<file path="config.mk">
export PLATFORM = sky130hd
export DESIGN_NAME = mfc_serial_flat
export DESIGN_NICKNAME = d
export VERILOG_FILES = /design/src/rtl/mfc_serial_if.sv /design/src/rtl/mfc_serial.sv /design/src/flat_wrapper.sv
export SDC_FILE = /design/constraint.sdc
export NUM_CORES = 1
export LEC_CHECK = 0
export CAP_MARGIN = 30
export CORE_ASPECT_RATIO = 0.9
export CORE_MARGIN = 3
export CORE_UTILIZATION = 40
export CTS_BUF_LIST = sky130_fd_sc_hd__clkbuf_4 sky130_fd_sc_hd__clkbuf_8
export DETAILED_ROUTE_END_ITERATION = 7
export GPL_ROUTABILITY_DRIVEN = 0
export PLACE_DENSITY = 0.73
export SLEW_MARGIN = 5
export SYNTH_ARGS = -nofsm -noshare
export SYNTH_HDL_FRONTEND = slang
export SYNTH_SLANG_ARGS = --single-unit
</file>
<file path="constraint.sdc">
create_clock -name clk -period 2.2 [get_ports clk]
set_input_delay 0.44 -clock clk [delete_from_list [all_inputs] [get_ports clk]]
set_output_delay 0.44 -clock clk [all_outputs]
set_load 0.02 [all_outputs]
</file>
<file path="src/rtl/mfc_serial_if.sv">
// Handshake and result bundle for the serial multi-function comparator.
// The master drives requests; the slave returns busy/done and results.
interface mfc_serial_if #(
  parameter int WIDTH = 16,
  parameter int CHUNK = 4
);
  localparam int N = WIDTH / CHUNK;

  logic             start;
  logic [WIDTH-1:0] A;
  logic [WIDTH-1:0] B;
  logic             busy;
  logic             done;
  logic             eq;
  logic             ae;
  logic             gt;
  logic [N-1:0]     d;

  modport master (
    output start, A, B,
    input  busy, done, eq, ae, gt, d
  );

  modport slave (
    input  start, A, B,
    output busy, done, eq, ae, gt, d
  );
endinterface

</file>
<file path="src/rtl/mfc_serial.sv">
// Serial multi-function comparator: eq, |A|==|B|, gt and per-digit
// equality, computed LSB-first CHUNK bits per clock.
module mfc_serial #(
  parameter int WIDTH  = 16,
  parameter int CHUNK  = 4,
  parameter int SIGNED = 1
) (
  input  logic          clk,
  input  logic          rst,
  mfc_serial_if.slave   bus
);
  localparam int N  = WIDTH / CHUNK;
  localparam int CW = (N > 1) ? $clog2(N) : 1;
  localparam bit SG = (SIGNED != 0);

  typedef enum logic {IDLE, RUN} state_t;

  state_t state_q, state_d;

  logic [WIDTH-1:0] sa_q, sb_q;
  logic             sgn_a_q, sgn_b_q;
  logic             ca_q, cb_q;
  logic [CW-1:0]    cnt_q;
  logic             eq_acc_q, ae_acc_q, gt_acc_q;
  logic [N-1:0]     d_acc_q;
  logic             eq_q, ae_q, gt_q, done_q;
  logic [N-1:0]     d_q;

  logic [CHUNK-1:0] ch_a, ch_b;
  logic [CHUNK:0]   sum_a, sum_b;
  logic [CHUNK-1:0] mag_a, mag_b;
  logic             ca_n, cb_n;
  logic             ch_eq, last, accept;
  logic             eq_n, ae_n, gt_n;
  logic [N-1:0]     d_n;

  assign accept = (state_q == IDLE) && bus.start;
  assign last   = (cnt_q == CW'(N - 1));

  always_ff @(posedge clk or negedge rst) begin
    if (!rst) state_q <= IDLE;
    else      state_q <= state_d;
  end

  always_comb begin
    state_d = state_q;
    unique case (state_q)
      IDLE: if (bus.start) state_d = RUN;
      RUN:  if (last)      state_d = IDLE;
      default:             state_d = IDLE;
    endcase
  end

  always_comb begin
    ch_a  = sa_q[CHUNK-1:0];
    ch_b  = sb_q[CHUNK-1:0];
    ch_eq = (ch_a == ch_b);
    sum_a = {1'b0, ~ch_a} + {{CHUNK{1'b0}}, ca_q};
    sum_b = {1'b0, ~ch_b} + {{CHUNK{1'b0}}, cb_q};
    mag_a = ch_a;
    mag_b = ch_b;
    ca_n  = ca_q;
    cb_n  = cb_q;
    // Negative operands are negated on the fly to get their magnitude
    if (SG && sgn_a_q) begin
      mag_a = sum_a[CHUNK-1:0];
      ca_n  = sum_a[CHUNK];
    end
    if (SG && sgn_b_q) begin
      mag_b = sum_b[CHUNK-1:0];
      cb_n  = sum_b[CHUNK];
    end
    eq_n = eq_acc_q & ch_eq;
    ae_n = ae_acc_q & (mag_a == mag_b);
    gt_n = gt_acc_q;
    if (ch_a > ch_b)      gt_n = 1'b1;
    else if (ch_a < ch_b) gt_n = 1'b0;
    if (SG && last && (sgn_a_q != sgn_b_q))
      gt_n = ~sgn_a_q;
    d_n        = d_acc_q;
    d_n[cnt_q] = ch_eq;
  end

  always_ff @(posedge clk or negedge rst) begin
    if (!rst) begin
      sa_q     <= '0;
      sb_q     <= '0;
      sgn_a_q  <= 1'b0;
      sgn_b_q  <= 1'b0;
      ca_q     <= 1'b0;
      cb_q     <= 1'b0;
      cnt_q    <= '0;
      eq_acc_q <= 1'b0;
      ae_acc_q <= 1'b0;
      gt_acc_q <= 1'b0;
      d_acc_q  <= '0;
      eq_q     <= 1'b0;
      ae_q     <= 1'b0;
      gt_q     <= 1'b0;
      d_q      <= '0;
      done_q   <= 1'b0;
    end else begin
      done_q <= 1'b0;
      if (accept) begin
        sa_q     <= bus.A;
        sb_q     <= bus.B;
        sgn_a_q  <= bus.A[WIDTH-1];
        sgn_b_q  <= bus.B[WIDTH-1];
        ca_q     <= 1'b1;
        cb_q     <= 1'b1;
        cnt_q    <= '0;
        eq_acc_q <= 1'b1;
        ae_acc_q <= 1'b1;
        gt_acc_q <= 1'b0;
        d_acc_q  <= '0;
      end else if (state_q == RUN) begin
        sa_q     <= sa_q >> CHUNK;
        sb_q     <= sb_q >> CHUNK;
        ca_q     <= ca_n;
        cb_q     <= cb_n;
        cnt_q    <= cnt_q + CW'(1);
        eq_acc_q <= eq_n;
        ae_acc_q <= ae_n;
        gt_acc_q <= gt_n;
        d_acc_q  <= d_n;
        if (last) begin
          eq_q   <= eq_n;
          ae_q   <= ae_n;
          gt_q   <= gt_n;
          d_q    <= d_n;
          done_q <= 1'b1;
        end
      end
    end
  end

  always_comb begin
    bus.busy = (state_q == RUN);
    bus.done = done_q;
    bus.eq   = eq_q;
    bus.ae   = ae_q;
    bus.gt   = gt_q;
    bus.d    = d_q;
  end
endmodule

</file>
<file path="src/flat_wrapper.sv">
// flat-port wrapper written by rule: the top's interface ports become plain ports
module mfc_serial_flat 
#(
  parameter int WIDTH  = 16,
  parameter int CHUNK  = 4,
  parameter int SIGNED = 1
)
  (clk, rst, bus_start, bus_A, bus_B, bus_busy, bus_done, bus_eq, bus_ae, bus_gt, bus_d);
  mfc_serial_if #(.WIDTH(WIDTH), .CHUNK(CHUNK)) bus_i ();
  input  logic clk;
  input  logic rst;
  input wire logic [$bits(bus_i.start)-1:0] bus_start;
  input wire logic [$bits(bus_i.A)-1:0] bus_A;
  input wire logic [$bits(bus_i.B)-1:0] bus_B;
  output wire logic [$bits(bus_i.busy)-1:0] bus_busy;
  output wire logic [$bits(bus_i.done)-1:0] bus_done;
  output wire logic [$bits(bus_i.eq)-1:0] bus_eq;
  output wire logic [$bits(bus_i.ae)-1:0] bus_ae;
  output wire logic [$bits(bus_i.gt)-1:0] bus_gt;
  output wire logic [$bits(bus_i.d)-1:0] bus_d;
  assign bus_i.start = bus_start;
  assign bus_i.A = bus_A;
  assign bus_i.B = bus_B;
  assign bus_busy = bus_i.busy;
  assign bus_done = bus_i.done;
  assign bus_eq = bus_i.eq;
  assign bus_ae = bus_i.ae;
  assign bus_gt = bus_i.gt;
  assign bus_d = bus_i.d;
  mfc_serial #(.WIDTH(WIDTH), .CHUNK(CHUNK), .SIGNED(SIGNED)) u_core (.clk(clk), .rst(rst), .bus(bus_i));
endmodule
</file>
# Yosys cells after proc, flatten, opt, wreduce, memory -nomap -nowiden
# Cells that the tools add are included.
# totals
ff_bits,54
input_bits,35
# classes
n_eq_ne,4
addsub,3
bitwise,7
order_cmp,4
muxes,34
reduce_logical,9
# op_table
cell,n
$mux W16,4
$mux W1,21
$mux W4,4
$add A4 B1 Y5,2
$eq A4 B4 Y1,2
$not A4 Y4,2
$reduce_bool A2 Y1,3
$bwmux W4,1
$gt A4 B4 Y1,1
$lt A4 B4 Y1,1
$mux W2,2
$reduce_and A2 Y1,2
$logic_and A1 B1 Y1,3
$lt A2 B3 Y1 const B,1
$not A1 Y1,3
$reduce_and A3 Y1,1
$add A2 B1 Y2 const B,1
$and A1 B1 Y1,2
$demux W1 S2,1
$eq A2 B2 Y1 const B,1
$ge A2 B1 Y1 const B,1
$pmux W1 S2,1
$ne A1 B1 Y1,1

# Depth between registers and ports, before layout
# logic_depth
word_depth,7
mapped_depth,7
depth_no_buf,7

# Worst setup path before layout
# No wires, ideal clock.
# synth_path
kind,reg2reg
start,register u_core.sb_q[0]
end,register u_core.ae_acc_q
setup_ns,0.095
arrival_time_ns,1.569
stages_incl_launch_ff,8
required_time_ns,2.105
path_slack_ns,0.536
cell_sequence,dfrtp_1 -> inv_1 -> ha_1 -> ha_1 -> nand2b_1 -> xnor3_1 -> nand4_1 -> o31ai_1
# synth_between
elab_chain_cells,7
# synth_lines
element,line_no,text
"start, declared",mfc_serial.sv:20,"logic [WIDTH-1:0] sa_q, sb_q;"
"start signal, assigned",mfc_serial.sv:106,sb_q <= bus.B;
"start signal, assigned",mfc_serial.sv:118,sb_q <= sb_q >> CHUNK;
$not A4 Y4,mfc_serial.sv:59,"sum_b = {1'b0, ~ch_b} + {{CHUNK{1'b0}}, cb_q};"
$add A4 B1 Y5,mfc_serial.sv:59,
$mux W4 *,mfc_serial.sv:69,if (SG && sgn_b_q) begin
$eq A4 B4 Y1 *,mfc_serial.sv:74,ae_n = ae_acc_q & (mag_a == mag_b);
$and A1 B1 Y1 *,mfc_serial.sv:74,
$mux W1 *,mfc_serial.sv:116,end else if (state_q == RUN) begin
$mux W1 *,mfc_serial.sv:104,if (accept) begin
"end signal, assigned",mfc_serial.sv:123,ae_acc_q <= ae_n;
"end, declared",mfc_serial.sv:24,"logic eq_acc_q, ae_acc_q, gt_acc_q;"
# Every way passes the cells marked *; elsewhere a longest branch is shown, timed or not. The select of a mux whose other input is x is not followed.
# A chain may end at the register's enable or synchronous reset.

# Final worst setup path
# Same ends and word-level chain as after synthesis.

==> impl_metrics.yaml <==
run_status:
  status: "finished, final reports clean"
timing:
  fin_skew_ns: 0.00770
  setup_viol: 0
  slew-limit-headroom_pct: 77.6
  layout_min_cycle_time_ns: 1.87
  finalCritPeriodShare_pct: 85.0
  fin_tns_setup_ns: 0
  hold_viol_final: 0
  tightest_slew_ns: 0.336
  fmax_mhz: 535
  rsz0062_at_grt: "no"
  slew_viol_final: 0
die:
  fp.dieH_um: 83.6
  die_area_um2: 7710
  ios: 44
  core.rowCount: 27
  start_util_pct: 42.6
  die_w_um: 92.2
  core_um2: 6280
setup_path:
  worstPathMaxFanout: 4
  ff2ff_setup_slack_ns: 0.33
  startpoint_type: "register"
  crit_type: "register to register"
  crit_start: "u_core.sb_q[0]"
  worstPathArrival_ns: 2.09
  end_kind: "register"
  required_ns: 2.42
  worstReg2RegStart: "u_core.sb_q[0]"
layout:
  fin_nets: 340
  areaGrowthSynthToFinish_pct: 23.8
  final_core_util_pct: 52.7
  layout_commonest_cell: "dfrtp_1"
  final.fill_count: 611
  final_cell_mix: "52 x dfrtp_1, 41 x clkdlybuf4s50_1, 39 x mux2i_1"
  diodes: 0
  drive_gt1_share_pct: 7.14
clock_tree:
  clk_pin_slew_ns: 0.09
  numClockSinks: 53
  cts-htree-levels: 2
  clock_path_buffers: 2
  post_cts_resize_count: 0
  clock_latency_ns: 0.31
  tritoncts: "built"
  postCtsSetupBuffers: 0
  cts_made_buffers: 5
  clockRootBuffer: "clkbuf_8"
  ctsHoldBuffers: 0
logic_synthesis:
  synth_top_cell_area_share_pct: 49.6
  async_flop_share_pct: 100
  ys_ff_latch: 53
  synth_edf_count: 0
  synth_ff_type: "dfrtp_1"
  synth_area_um2: 2680
  synthTopCellsByArea: "dfrtp_1 50%, mux2i_1 15%, ha_1 5.6%"
  yosysWarnings: 0
  synth-seq-area-share_pct: 49.6
  synth_area_per_cell_um2: 10.6
  synthDistinctLibCells: 35
  syn-instance-count: 253
  synth_area_leader_cell: "dfrtp_1"
  synth_fp_nets: 300
detailed_routing:
  drtAntennaViolNets: 0
  maxUsedRoutingLayer: "met4"
  first_iter_violations: 62
  vias: 1908
  vias_per_cell: 5.01
  wirelength_met1_mm: 2.60
  wl_per_cell_um: 14.2
  wl_met2_mm: 2.44
  wirelength_mm: 5.40
  wl_met3_um: 260
  first_pass_iters: 4
  drc: 0
place:
  portBuffers: 43
  place_hpwl_mm: 3.79
power_and_ir_drop:
  powerDensity_nw_per_um2: 1200
  p_leak_nw: 1.53
  peakVddDrop_uv: 468
global_routing:
  grt_max_degree: 54
  grt_remaining_overflow: 0
  grt_usage_pct: 15.0
  antenna_found_initial: 0
  grt_first_pass_wirelength_mm: 9.22
  first_global_vias: 1902
run:
  cap_violations: 0
hold_path:
  hold_class: "primary input to async pin"
[synthesized netlist by cell type (all sizes together) (2+ instances only)]
master and count:
dfrtp 53, mux2i 39, o21ai 39, nand2 35
nor2 15, ha 12, inv 11, clkbuf 8
buf 7, xnor2 4, a21oi 3, a32o 3
nand4 3, a21o 2, mux2 2, nand2b 2
nor2b 2, o31ai 2, xnor3 2
[stage by stage]
step,hold slack [ns],std cells,worst slack (ns),total power [mW],instance area (um^2)
floorplan,0.144,253,0.536,2.81,2680
global placement,0.460,373,0.461,3.26,3200
detailed placement,0.464,373,0.349,3.33,3200
CTS,0.111,381,0.326,4.03,3310
global route,0.125,381,0.197,4.30,3310
finish,0.0955,381,0.330,3.98,3310
[worst max-delay path, stage by stage (launching register included)]
cell and delay [ns]:
dfrtp_1 0.41, inv_1 0.07, ha_1 0.23, ha_1 0.20, nand2b_1 0.14, xnor3_1 0.37, nand4_1 0.15, o31ai_1 0.22
[final cells by class]
class	count	area [um^2]	area share, %
Inverter	11	43.8	1.32
Multi-Input combinational cell	174	1240	37.3
Timing Repair Buffer	48	483	14.6
Clock buffer	6	76.3	2.30
Clock inverter	2	38.8	1.17
Sequential cell	53	1330	40.1
Tap cell	87	109	3.28
[registers in the layout, indices dropped and copies added, names as in the netlist, 2 cells and up]
register        cells
u_core.sb_q        16
u_core.cnt_q        2
u_core.bus.d        4
u_core.d_acc_q      3
u_core.sa_q        16
[where the power goes]
part           internal (mW)  switching [mW]  leakage (nW)
Clock                  0.354           0.327        0.0588
Sequential              1.30           0.261         0.696
Combinational          0.848           0.894         0.774
[routing by layer]
layer  track usage, %  vias to the layer above
li1                 -                      955
met1             20.8                      908
met2             22.5                       37
met3             4.24                        8
met4             5.40                        0
met5                0                        -
[path summary, 6_finish.rpt]
check | end | cells after the start
min in group clk | u_core.bus.d[3] | 1
hold / removal | u_core.bus.d[3] | 2
setup reg to reg | u_core.ae_acc_q | 7
hold reg to reg | u_core.bus.d[3] | 1
setup / recovery | u_core.ae_acc_q | 7
max in group asynchronous | u_core.sb_q[7] | 2
[logic make-up (layout without fill, tap and decap cells)]
family | Yosys count | after routing | share of synthesized area [%]
flip-flops | 53 | 53 | 49.6
buffers and inverters | 26 | 67 | 4.25
AND/OR/NAND/NOR | 61 | 61 | 9.86
XOR/XNOR | 6 | 6 | 3.27
AO/OA/AOI/OAI | 54 | 54 | 12.0
multiplexers | 41 | 41 | 15.4
adder cells (fa/ha/maj) | 12 | 12 | 5.61
No activity file was read; power rests on OpenSTA's default activity.
